==> config.mk <==
export PLATFORM = sky130hd
export DESIGN_NAME = sign_narrow_unit
export DESIGN_NICKNAME = d
export VERILOG_FILES = /design/src/rtl/sign_narrow_unit.sv
export SDC_FILE = /design/constraint.sdc
export NUM_CORES = 1
export LEC_CHECK = 0
export BUFFER_PORTS_ARGS = -buffer_cell sky130_fd_sc_hd__buf_4
export CORE_MARGIN = 1
export CORE_UTILIZATION = 52
export DETAILED_ROUTE_END_ITERATION = 6
export PLACE_DENSITY = 0.8
export RECOVER_POWER = 50
export SLEW_MARGIN = 15
export SYNTH_ARGS = -nofsm -noshare
export SYNTH_HDL_FRONTEND = slang
export SYNTH_SLANG_ARGS = --single-unit
==> constraint.sdc <==
create_clock -name Clk -period 1.95 [get_ports Clk]
set_input_delay 0.4875 -clock Clk [delete_from_list [all_inputs] [get_ports Clk]]
set_output_delay 0.4875 -clock Clk [all_outputs]
set_load 0.05 [all_outputs]
==> src/rtl/sign_narrow_unit.sv <==
// Narrows 32-bit signed words to 16 bits, with optional saturation and a per-word fit flag.
// Results pass through a 2-entry FIFO, and a saturating counter tallies the words that did not fit.
module sign_narrow_unit #(
  parameter bit SAT_EN = 1'b1,
  parameter int CNT_W  = 8
) (
  input  logic             Clk,
  input  logic             Reset_n,
  input  logic             InValid,
  output logic             InReady,
  input  logic [31:0]      In,
  output logic             OutValid,
  input  logic             OutReady,
  output logic [15:0]      Out,
  output logic             OutFits,
  output logic [CNT_W-1:0] OvfCount,
  input  logic             ClrCount
);

  // Handshake: a transfer happens on a rising edge where valid & ready are both high.
  // Ready never depends on the partner's valid, and a held head entry stays stable until popped.
  logic [16:0]      mem_q [2];
  logic             wr_ptr_q, rd_ptr_q;
  logic [1:0]       count_q, count_d;
  logic [CNT_W-1:0] ovf_q, ovf_d;
  logic             accept, pop, fits;
  logic [15:0]      narrowed;

  // The word fits when bits 31..15 are all copies of one sign bit.
  assign fits = (&In[31:15]) | ~(|In[31:15]);

  always_comb begin
    narrowed = In[15:0];
    if (!fits && SAT_EN) begin
      narrowed = In[31] ? 16'h8000 : 16'h7FFF;
    end
  end

  assign InReady  = Reset_n & (count_q != 2'd2);
  assign OutValid = (count_q != 2'd0);
  assign accept   = InValid & InReady;
  assign pop      = OutValid & OutReady;
  assign Out      = mem_q[rd_ptr_q][15:0];
  assign OutFits  = mem_q[rd_ptr_q][16];
  assign OvfCount = ovf_q;

  always_comb begin
    count_d = count_q;
    case ({accept, pop})
      2'b10:   count_d = count_q + 2'd1;
      2'b01:   count_d = count_q - 2'd1;
      default: count_d = count_q;
    endcase
  end

  // A clear combined with a non-fitting accept leaves the counter at 1, not 0.
  always_comb begin
    ovf_d = ovf_q;
    if (ClrCount) begin
      ovf_d = (accept && !fits) ? CNT_W'(1) : '0;
    end else if (accept && !fits && (ovf_q != {CNT_W{1'b1}})) begin
      ovf_d = ovf_q + CNT_W'(1);
    end
  end

  always_ff @(posedge Clk or negedge Reset_n) begin
    if (!Reset_n) begin
      count_q  <= 2'd0;
      wr_ptr_q <= 1'b0;
      rd_ptr_q <= 1'b0;
      ovf_q    <= '0;
    end else begin
      count_q <= count_d;
      ovf_q   <= ovf_d;
      if (accept) wr_ptr_q <= ~wr_ptr_q;
      if (pop)    rd_ptr_q <= ~rd_ptr_q;
    end
  end

  always_ff @(posedge Clk or negedge Reset_n) begin
    if (!Reset_n) begin
      mem_q[0] <= 17'd0;
      mem_q[1] <= 17'd0;
    end else if (accept) begin
      mem_q[wr_ptr_q] <= {fits, narrowed};
    end
  end

endmodule
[Word level (Yosys, flattened, before mapping)]
Cells that the tools add are included.
Widths: inputs -> output; s select.
Cells by class
  add/subtract/negate cells: 3
  multiply operators: 0
  div/mod/pow operators: 0
  magnitude comparators: 3
  equality and inequality tests: 4
  shift operators: 0
  mux-type cells: 12
  bitwise operators: 9
  reduce and logical (&&, ||, !) cells: 9
Operator list (number)
  $mux 17: 4
  $bwmux 34: 1
  $mux 16: 2
  $demux 17 s1: 1
  $reduce_and 17->1: 1
  $reduce_or 17->1: 1
  $mux 8: 2
  $add 8x1->8 const B: 1
  $ne 8x8->1 const B: 1
  $reduce_bool 2->1: 3
  $ge 2x2->1 const B: 2
  $not 1->2: 2
  $pmux 2 s2: 1
  $and 1x1->1: 3
  $logic_and 1x1->1: 3
  $not 1->1: 3
  $add 2x1->2 const B: 1
  $eq 2x1->1 const B: 1
  $eq 2x2->1 const B: 1
  $lt 2x1->1 const B: 1
  $ne 2x2->1 const B: 1
  $sub 2x1->2 const B: 1
  $logic_not 1->1: 1
  $mux 1: 1
  $or 1x1->1: 1
Storage, ports and cells
  register bits: 46
  latch bits: 0
  memory bits (writable): 0
  memory bits (read-only): 0
  input port bits: 37
  logic and storage cells: 46
  memories: 0

[Depth between registers and ports, before layout]
Gate-level depths: netlist (run 1).
  depth in word-level cells: 8
  depth in mapped cells: 8
  depth with buffers taken out: 7

[Least setup slack after synthesis (run 1)]
Ideal clock, no wire load.
  path kind: reg2out
  from: register rd_ptr_q
  to: output Out[10]
  arrival: 1.476 ns
  slack: -0.013 ns
  stages on the path, launching flop included: 4
  path buffers: 2
  path through: dfrtp_1 > clkbuf_1 > buf_1 > mux2_2
Between the ends
  word-level cells in the longest chain between the ends: 4
Ends and longest elaborated chain
  start, declared: line 23  | logic wr_ptr_q, rd_ptr_q;
  start signal, assigned: line 76  | if (pop) rd_ptr_q <= ~rd_ptr_q;
  $not 1->2 (implied by the code): line 43  | assign Out = mem_q[rd_ptr_q][15:0];
  $mux 17 (3 in a row)
  end, declared: line 14  | output logic [15:0] Out,
Every way passes these cells. The select of a mux whose other input is x is not followed.

[Worst setup path in the final report (run 1)]
  from: register rd_ptr_q
  to: output OutFits
Between the ends
  word-level cells in the longest chain between the ends: 4
Ends and longest elaborated chain
  $not 1->2 (implied by the code): line 44  | assign OutFits = mem_q[rd_ptr_q][16];
  $mux 17 (implied by the code) (3 in a row): line 44
  end, declared: line 15  | output logic OutFits,
Every way passes these cells. The select of a mux whose other input is x is not followed.

==> results of run 1 <==
path summary, 6_finish.rpt:
path,cells past startpoint,endpoint,start,slack (ns)
min in group asynchronous,2,count_q[1]$_DFFE_PN0P_,Reset_n,0.54
max in group asynchronous,2,mem_q[19]$_DFFE_PN0P_,Reset_n,0.74
hold reg to reg,2,mem_q[19]$_DFFE_PN0P_,mem_q[19]$_DFFE_PN0P_,0.48
setup / recovery,3,OutFits,rd_ptr_q$_DFFE_PN0P_,0.05
hold / removal,2,OvfCount[7]$_DFFE_PN0P_,ClrCount,0.41
setup reg to reg,6,OvfCount[6]$_DFFE_PN0P_,OvfCount[0]$_DFFE_PN0P_,0.19
power breakdown:
group / switching (uW) / leakage (uW) / internal (uW)
Combinational: 1610 / 0.000712 / 933
Clock: 304 / 0.0000573 / 410
Sequential: 211 / 0.000578 / 1340
layer usage:
metal	routed length [um]	vias to the layer above
met5	0	-
met4	63	0
met3	281	5
met2	2170	46
met1	2100	852
li1	-	918
logic make-up (layout without fill, tap and decap cells):
kind of cell	count (synthesis)	in the layout
AOI/OAI and AO/OA	63	63
xor gates and xnor gates	5	5
adders and majority gates	2	2
buffers and inverters	16	86
DFF	46	46
muxes	20	20
and+or+nand+nor	67	67
what timing repair did:
action,in CTS,in global routing
endpoints found under the hold margin,0,0
hold buffers,0,0
setup buffers,0,1
setup endpoints to repair,0,16
cell usage after synthesis:
cell type / count / share of area, %
nand3_1: 3 / 0.66
inv_1: 3 / 0.50
or4_1: 1 / 0.33
clkbuf_1: 7 / 1.2
o211ai_4: 1 / 0.94
xor2_1: 3 / 1.2
buf_2: 3 / 0.66
or2_2: 1 / 0.28
mux2i_1: 1 / 0.44
nand2_1: 37 / 6.1
xnor2_1: 2 / 0.78
ha_1: 2 / 1.1
or3_1: 5 / 1.4
nor2_1: 3 / 0.50
o211ai_1: 1 / 0.33
o41ai_4: 1 / 1.2
dfrtp_1: 46 / 51
nand4_1: 4 / 1.1
o21ai_1: 6 / 1.3
o2111ai_2: 1 / 0.66
buf_4: 1 / 0.33
nor4_2: 4 / 2.2
buf_1: 2 / 0.33
and2_1: 2 / 0.55
a41oi_4: 1 / 1.2
nand3b_1: 1 / 0.33
a21oi_1: 20 / 4.4
and3_1: 2 / 0.55
o31ai_1: 1 / 0.33
o21ai_0: 30 / 6.6
mux2_2: 19 / 9.5
nand4_2: 1 / 0.55
o41a_1: 1 / 0.50
nand2b_1: 3 / 0.83
flip-flops by register name (all words and copies together), names as in the netlist:
register,cells
mem_q,34
OvfCount,8
rd_ptr_q,1
wr_ptr_q,1
count_q,2
per-stage QoR:
step           cell area (sq um)  instances  hold WS [ns]  setup WS [ns]
3_5_place_dp                2840        331         0.466         0.0275
2_1_floorplan               2260        219         0.192         0.0409
5_1_grt                     2920        339         0.423        0.00267
6_report                    2920        339         0.415         0.0487
3_3_place_gp                2840        331         0.457         0.0286
4_1_cts                     2950        338         0.298         0.0145
placed cells by master, fill, tap and decap left out, types with 3 or more instances in the layout:
| cell type | netlist | layout |
|---|---|---|
| a21oi_1 | 20 | 20 |
| buf_4 | 1 | 64 |
| clkbuf_1 | 7 | 10 |
| clkbuf_8 | 0 | 6 |
| dfrtp_1 | 46 | 46 |
| inv_1 | 3 | 3 |
| mux2_2 | 19 | 19 |
| nand2_1 | 37 | 37 |
| nand2b_1 | 3 | 3 |
| nand3_1 | 3 | 3 |
| nand4_1 | 4 | 4 |
| nor2_1 | 3 | 3 |
| nor4_2 | 4 | 4 |
| o21ai_0 | 30 | 30 |
| o21ai_1 | 6 | 6 |
| or3_1 | 5 | 5 |
| xor2_1 | 3 | 3 |
area by class of cell:
class	count	area (sq um)
Sequential cell	46	1150
Multi-Input combinational cell	157	1040
Inverter	3	11.3
Clock inverter	1	30.0
Fill cell	321	1170
Tap cell	50	62.6
Timing Repair Buffer	76	543
Clock buffer	6	82.6
==> flow_summary.yaml, run 1 <==
outcome:
  outcome: "finished, final reports clean"
sta:
  tns_ns: 0
  setup_viol: 0
  tightest_slew_ns: 1.12
  finalHoldViolations: 0
  finalCritPeriodShare_pct: 97.5
  max_clock_freq_mhz: 526
  clock_skew_ns: 0.00754
  layout_min_cycle_time_ns: 1.90
  slew_violations: 0
  rsz0062_at_grt: "false"
  slew_headroom_pct: 25.4
global_routing:
  grt_busiest_layer: "met2"
  grtUsageMet3_pct: 4.83
  grt_pass1_vias: 1707
  grt_start_max_net_pins: 47
  antenna_found_initial: 0
  grt_overflow: 0
  grt_use_met2_pct: 37.0
  grt_pass1_wl_mm: 7.55
  grt_use_met1_pct: 28.7
  grt.total_usage_pct: 22.5
synthesis:
  ys_ff_latch: 46
  synthAdderAreaFrac_pct: 1.11
  synth_nets: 258
  yosys.area_share.simple_pct: 15.5
  ys_types: 34
  syn_area_per_cell_sq_um: 10.3
  syn_area_sq_um: 2260
  yosysSeqAreaShare_pct: 51.0
  syn_inst: 219
  yosys_warnings: 0
  synth_xor_area_share_pct: 1.94
  synth_compound_area_share_pct: 17.6
  synth_top_family_by_area: "compound AO/OA/AOI/OAI gates"
  synth.area.mux_share_pct: 9.92
setup_path:
  cp-start-kind: "register"
  cp_top_family: "flip-flops"
  cp.required_ns: 1.46
  cp_max_fo: 17
  cp_slowest_cell: "dfrtp_1"
  arrival_ns: 1.41
  critical_path_buf_inv_count: 2
  path_class: "reg2out"
  max_stage_delay_ns: 0.40
  path_cells: "buf_12 > mux2_2 > buf_4"
  crit_path_end_kind: "primary output"
clock_network:
  cts.repair.resized: 0
  clock_latency_ns: 0.30
  clkSlewWorstSetupHoldPaths_ns: 0.08
  htreeDepth: 2
  cts_root_buf: "clkbuf_8"
  numCtsBuffers: 5
  cts.sinks: 46
  cts.path.max_buffers: 2
  cts_tree: "built"
placement:
  post-dp-hpwl_mm: 3.27
  portBuffers: 63
  place.gp.congestion: 0.772
power:
  ir_drop_uv: 1090
  power_density_nw_per_um2: 1650
  power_uw: 4810
  p_leak_uw: 0.00135
routing:
  post_drt_wl_per_cell_um: 13.6
  drt-initial-drc-count: 105
  via_count: 1821
  ant_nets: 0
  viasPerCell: 5.37
  drtPass1Iterations: 4
  routed_wl_mm: 4.62
  post-route-drc-count: 0
floorplanning:
  rows: 23
  fp.dieW_um: 67.9
  initial_core_util_pct: 55.3
  core-area_sq_um: 4090
  dieArea_sq_um: 4610
  fp.dieH_um: 67.9
  io_pins: 64
layout:
  drive_gt1_share_pct: 35.3
  layout.nets: 328
  final_core_util_pct: 71.5
  diodes: 0
  area_growth_pct: 29.3
flow_run:
  drv_cap: 0
min_path:
  worst_hold_path_type: "in2reg"
No activity file was read; power rests on OpenSTA's default activity.
==> run 2: changes to the inputs <==
--- a/config.mk
+++ b/config.mk
@@ -8,10 +8,12 @@
 export BUFFER_PORTS_ARGS = -buffer_cell sky130_fd_sc_hd__buf_4
 export CORE_MARGIN = 1
 export CORE_UTILIZATION = 52
+export CTS_CLUSTER_SIZE = 16
 export DETAILED_ROUTE_END_ITERATION = 6
-export PLACE_DENSITY = 0.8
+export PLACE_DENSITY = 0.84
 export RECOVER_POWER = 50
 export SLEW_MARGIN = 15
 export SYNTH_ARGS = -nofsm -noshare
 export SYNTH_HDL_FRONTEND = slang
 export SYNTH_SLANG_ARGS = --single-unit
+export TNS_END_PERCENT = 10
==> flow_summary.yaml, run 2 (synthesis results as in run 1) <==
clock_network:
  hold_buffers: 0
  clkSlewWorstSetupHoldPaths_ns: 0.08
  cts.sinks: 46
  htreeDepth: 2
  cts_tree: "built"
  cts.path.max_buffers: 2
  cts_root_buf: "clkbuf_8"
  clock_latency_ns: 0.31
  post_cts_buffers: 0
  numCtsBuffers: 5
  cts.repair.resized: 0
setup_path:
  cp_max_fo: 13
  path_cells: "buf_6 > mux2_2 > buf_4"
  reg2reg_to: "OvfCount[6]$_DFFE_PN0P_"
  cp.required_ns: 1.46
  cp-start-kind: "register"
  cp_slowest_cell: "dfrtp_1"
  regToRegSetupSlack_ns: 0.15
  cp_top_family: "flip-flops"
  path_class: "reg2out"
  reg2reg_from: "OvfCount[0]$_DFFE_PN0P_"
  arrival_ns: 1.41
  max_stage_delay_ns: 0.37
  crit_path_end_kind: "primary output"
  r2r_cells: 6
  startpoint: "rd_ptr_q$_DFFE_PN0P_"
  crit_path_end: "OutFits"
  path_depth: 3
  critical_path_buf_inv_count: 2
sta:
  clock_skew_ns: 0.0108
  finalCritPeriodShare_pct: 97.3
  tns_ns: 0
  finalHoldViolations: 0
  tightest_slew_ns: 1.11
  fin_hold_ws_ns: 0.411
  slew_violations: 0
  max_clock_freq_mhz: 527
  rsz0062_at_grt: "false"
  slew_headroom_pct: 26.3
  layout_min_cycle_time_ns: 1.90
  setup_viol: 0
layout:
  layout_common_cells: "buf_4 (61), dfrtp_1 (46), nand2_1 (37)"
  area_growth_pct: 27.9
  diodes: 0
  largest_reg_flops: 34
  final_common_cell: "buf_4"
  layout.nets: 327
  largest_register: "mem_q"
  drive_gt1_share_pct: 34.9
floorplanning:
  io_pins: 64
  rows: 23
  fp.dieW_um: 67.9
  fp.dieH_um: 67.9
  dieArea_sq_um: 4610
  initial_core_util_pct: 55.3
  core-area_sq_um: 4090
power:
  ir_drop_uv: 926
  p_leak_uw: 0.00133
  power_density_nw_per_um2: 1620
placement:
  place.gp.congestion: 0.788
  portBuffers: 63
  post-dp-hpwl_mm: 3.66
routing:
  via_count: 1867
  viasPerCell: 5.51
  drtPass1Iterations: 4
  drt-initial-drc-count: 110
  post_drt_wl_per_cell_um: 14.9
  ant_nets: 0
  routed_wl_mm: 5.04
  post-route-drc-count: 0
outcome:
  outcome: "finished, final reports clean"
global_routing:
  grt_start_max_net_pins: 47
  grt_pass1_vias: 1685
  grt_overflow: 0
  grt_pass1_wl_mm: 7.83
  grt.total_usage_pct: 23.5
  antenna_found_initial: 0
min_path:
  worst_hold_path_type: "in2reg"
flow_run:
  drv_cap: 0
==> run 2: how the worst min path moves through the flow <==
| stage | end | from | slack, ns | cells after the start |
|---|---|---|---|---|
| 2_1_floorplan | OvfCount[0]$_DFFE_PN0P_ | Reset_n | 0.19 | 0 |
| 3_3_place_gp | mem_q[17]$_DFFE_PN0P_ | mem_q[17]$_DFFE_PN0P_ | 0.46 | 2 |
| 3_5_place_dp | mem_q[27]$_DFFE_PN0P_ | mem_q[27]$_DFFE_PN0P_ | 0.47 | 2 |
| 4_1_cts | mem_q[29]$_DFFE_PN0P_ | Reset_n | 0.30 | 2 |
| 5_1_grt | OvfCount[2]$_DFFE_PN0P_ | ClrCount | 0.41 | 2 |
| 6_report | OvfCount[6]$_DFFE_PN0P_ | ClrCount | 0.41 | 2 |
==> run 2: area by class of cell <==
cell class | instances | area [sq um]
fill | 336 | 1200
sequential | 46 | 1150
multi-input combinational | 157 | 1040
timing repair buffer | 75 | 537
clock buffer | 6 | 72.6
tap | 50 | 62.6
clock inverter | 2 | 13.8
inverter | 3 | 11.3
==> run 2: power breakdown <==
group	internal [uW]	switching, uW	leakage, uW
clock network	253	324	0.0000452
logic	914	1620	0.000708
registers	1350	216	0.000578
total	2510	2160	0.00133
==> run 2: layer usage <==
metal | GRT usage [%] | share of wire (%) | vias to the layer above
li1 | - | - | 913
met1 | 30.8 | 43 | 887
met2 | 38.5 | 50 | 61
met3 | 5.17 | 6.0 | 6
met4 | 8.07 | 1.4 | 0
met5 | 0 | 0 | -
==> run 2: worst reg2reg max path, cell delays in order (launching register included) <==
cell and delay [ns]:
dfrtp_1 0.44, ha_1 0.25, nand2_1 0.12, or3_1 0.20, o211ai_4 0.15, or4_1 0.43, a21oi_1 0.15
==> run 2: metrics by stage <==
step / setup slack, ns / cell area, sq um / power [uW] / instances / util, %
after floorplan: 0.0409 / 2260 / 3380 / 219 / -
after global placement: 0.0376 / 2840 / 4050 / 331 / 69.5
after detailed placement: 0.00657 / 2840 / 4140 / 331 / 69.5
after CTS: 0.000826 / 2930 / 4720 / 339 / 71.6
after global routing: 0.0174 / 2890 / 4940 / 339 / 70.7
final: 0.0527 / 2890 / 4670 / 339 / 70.7
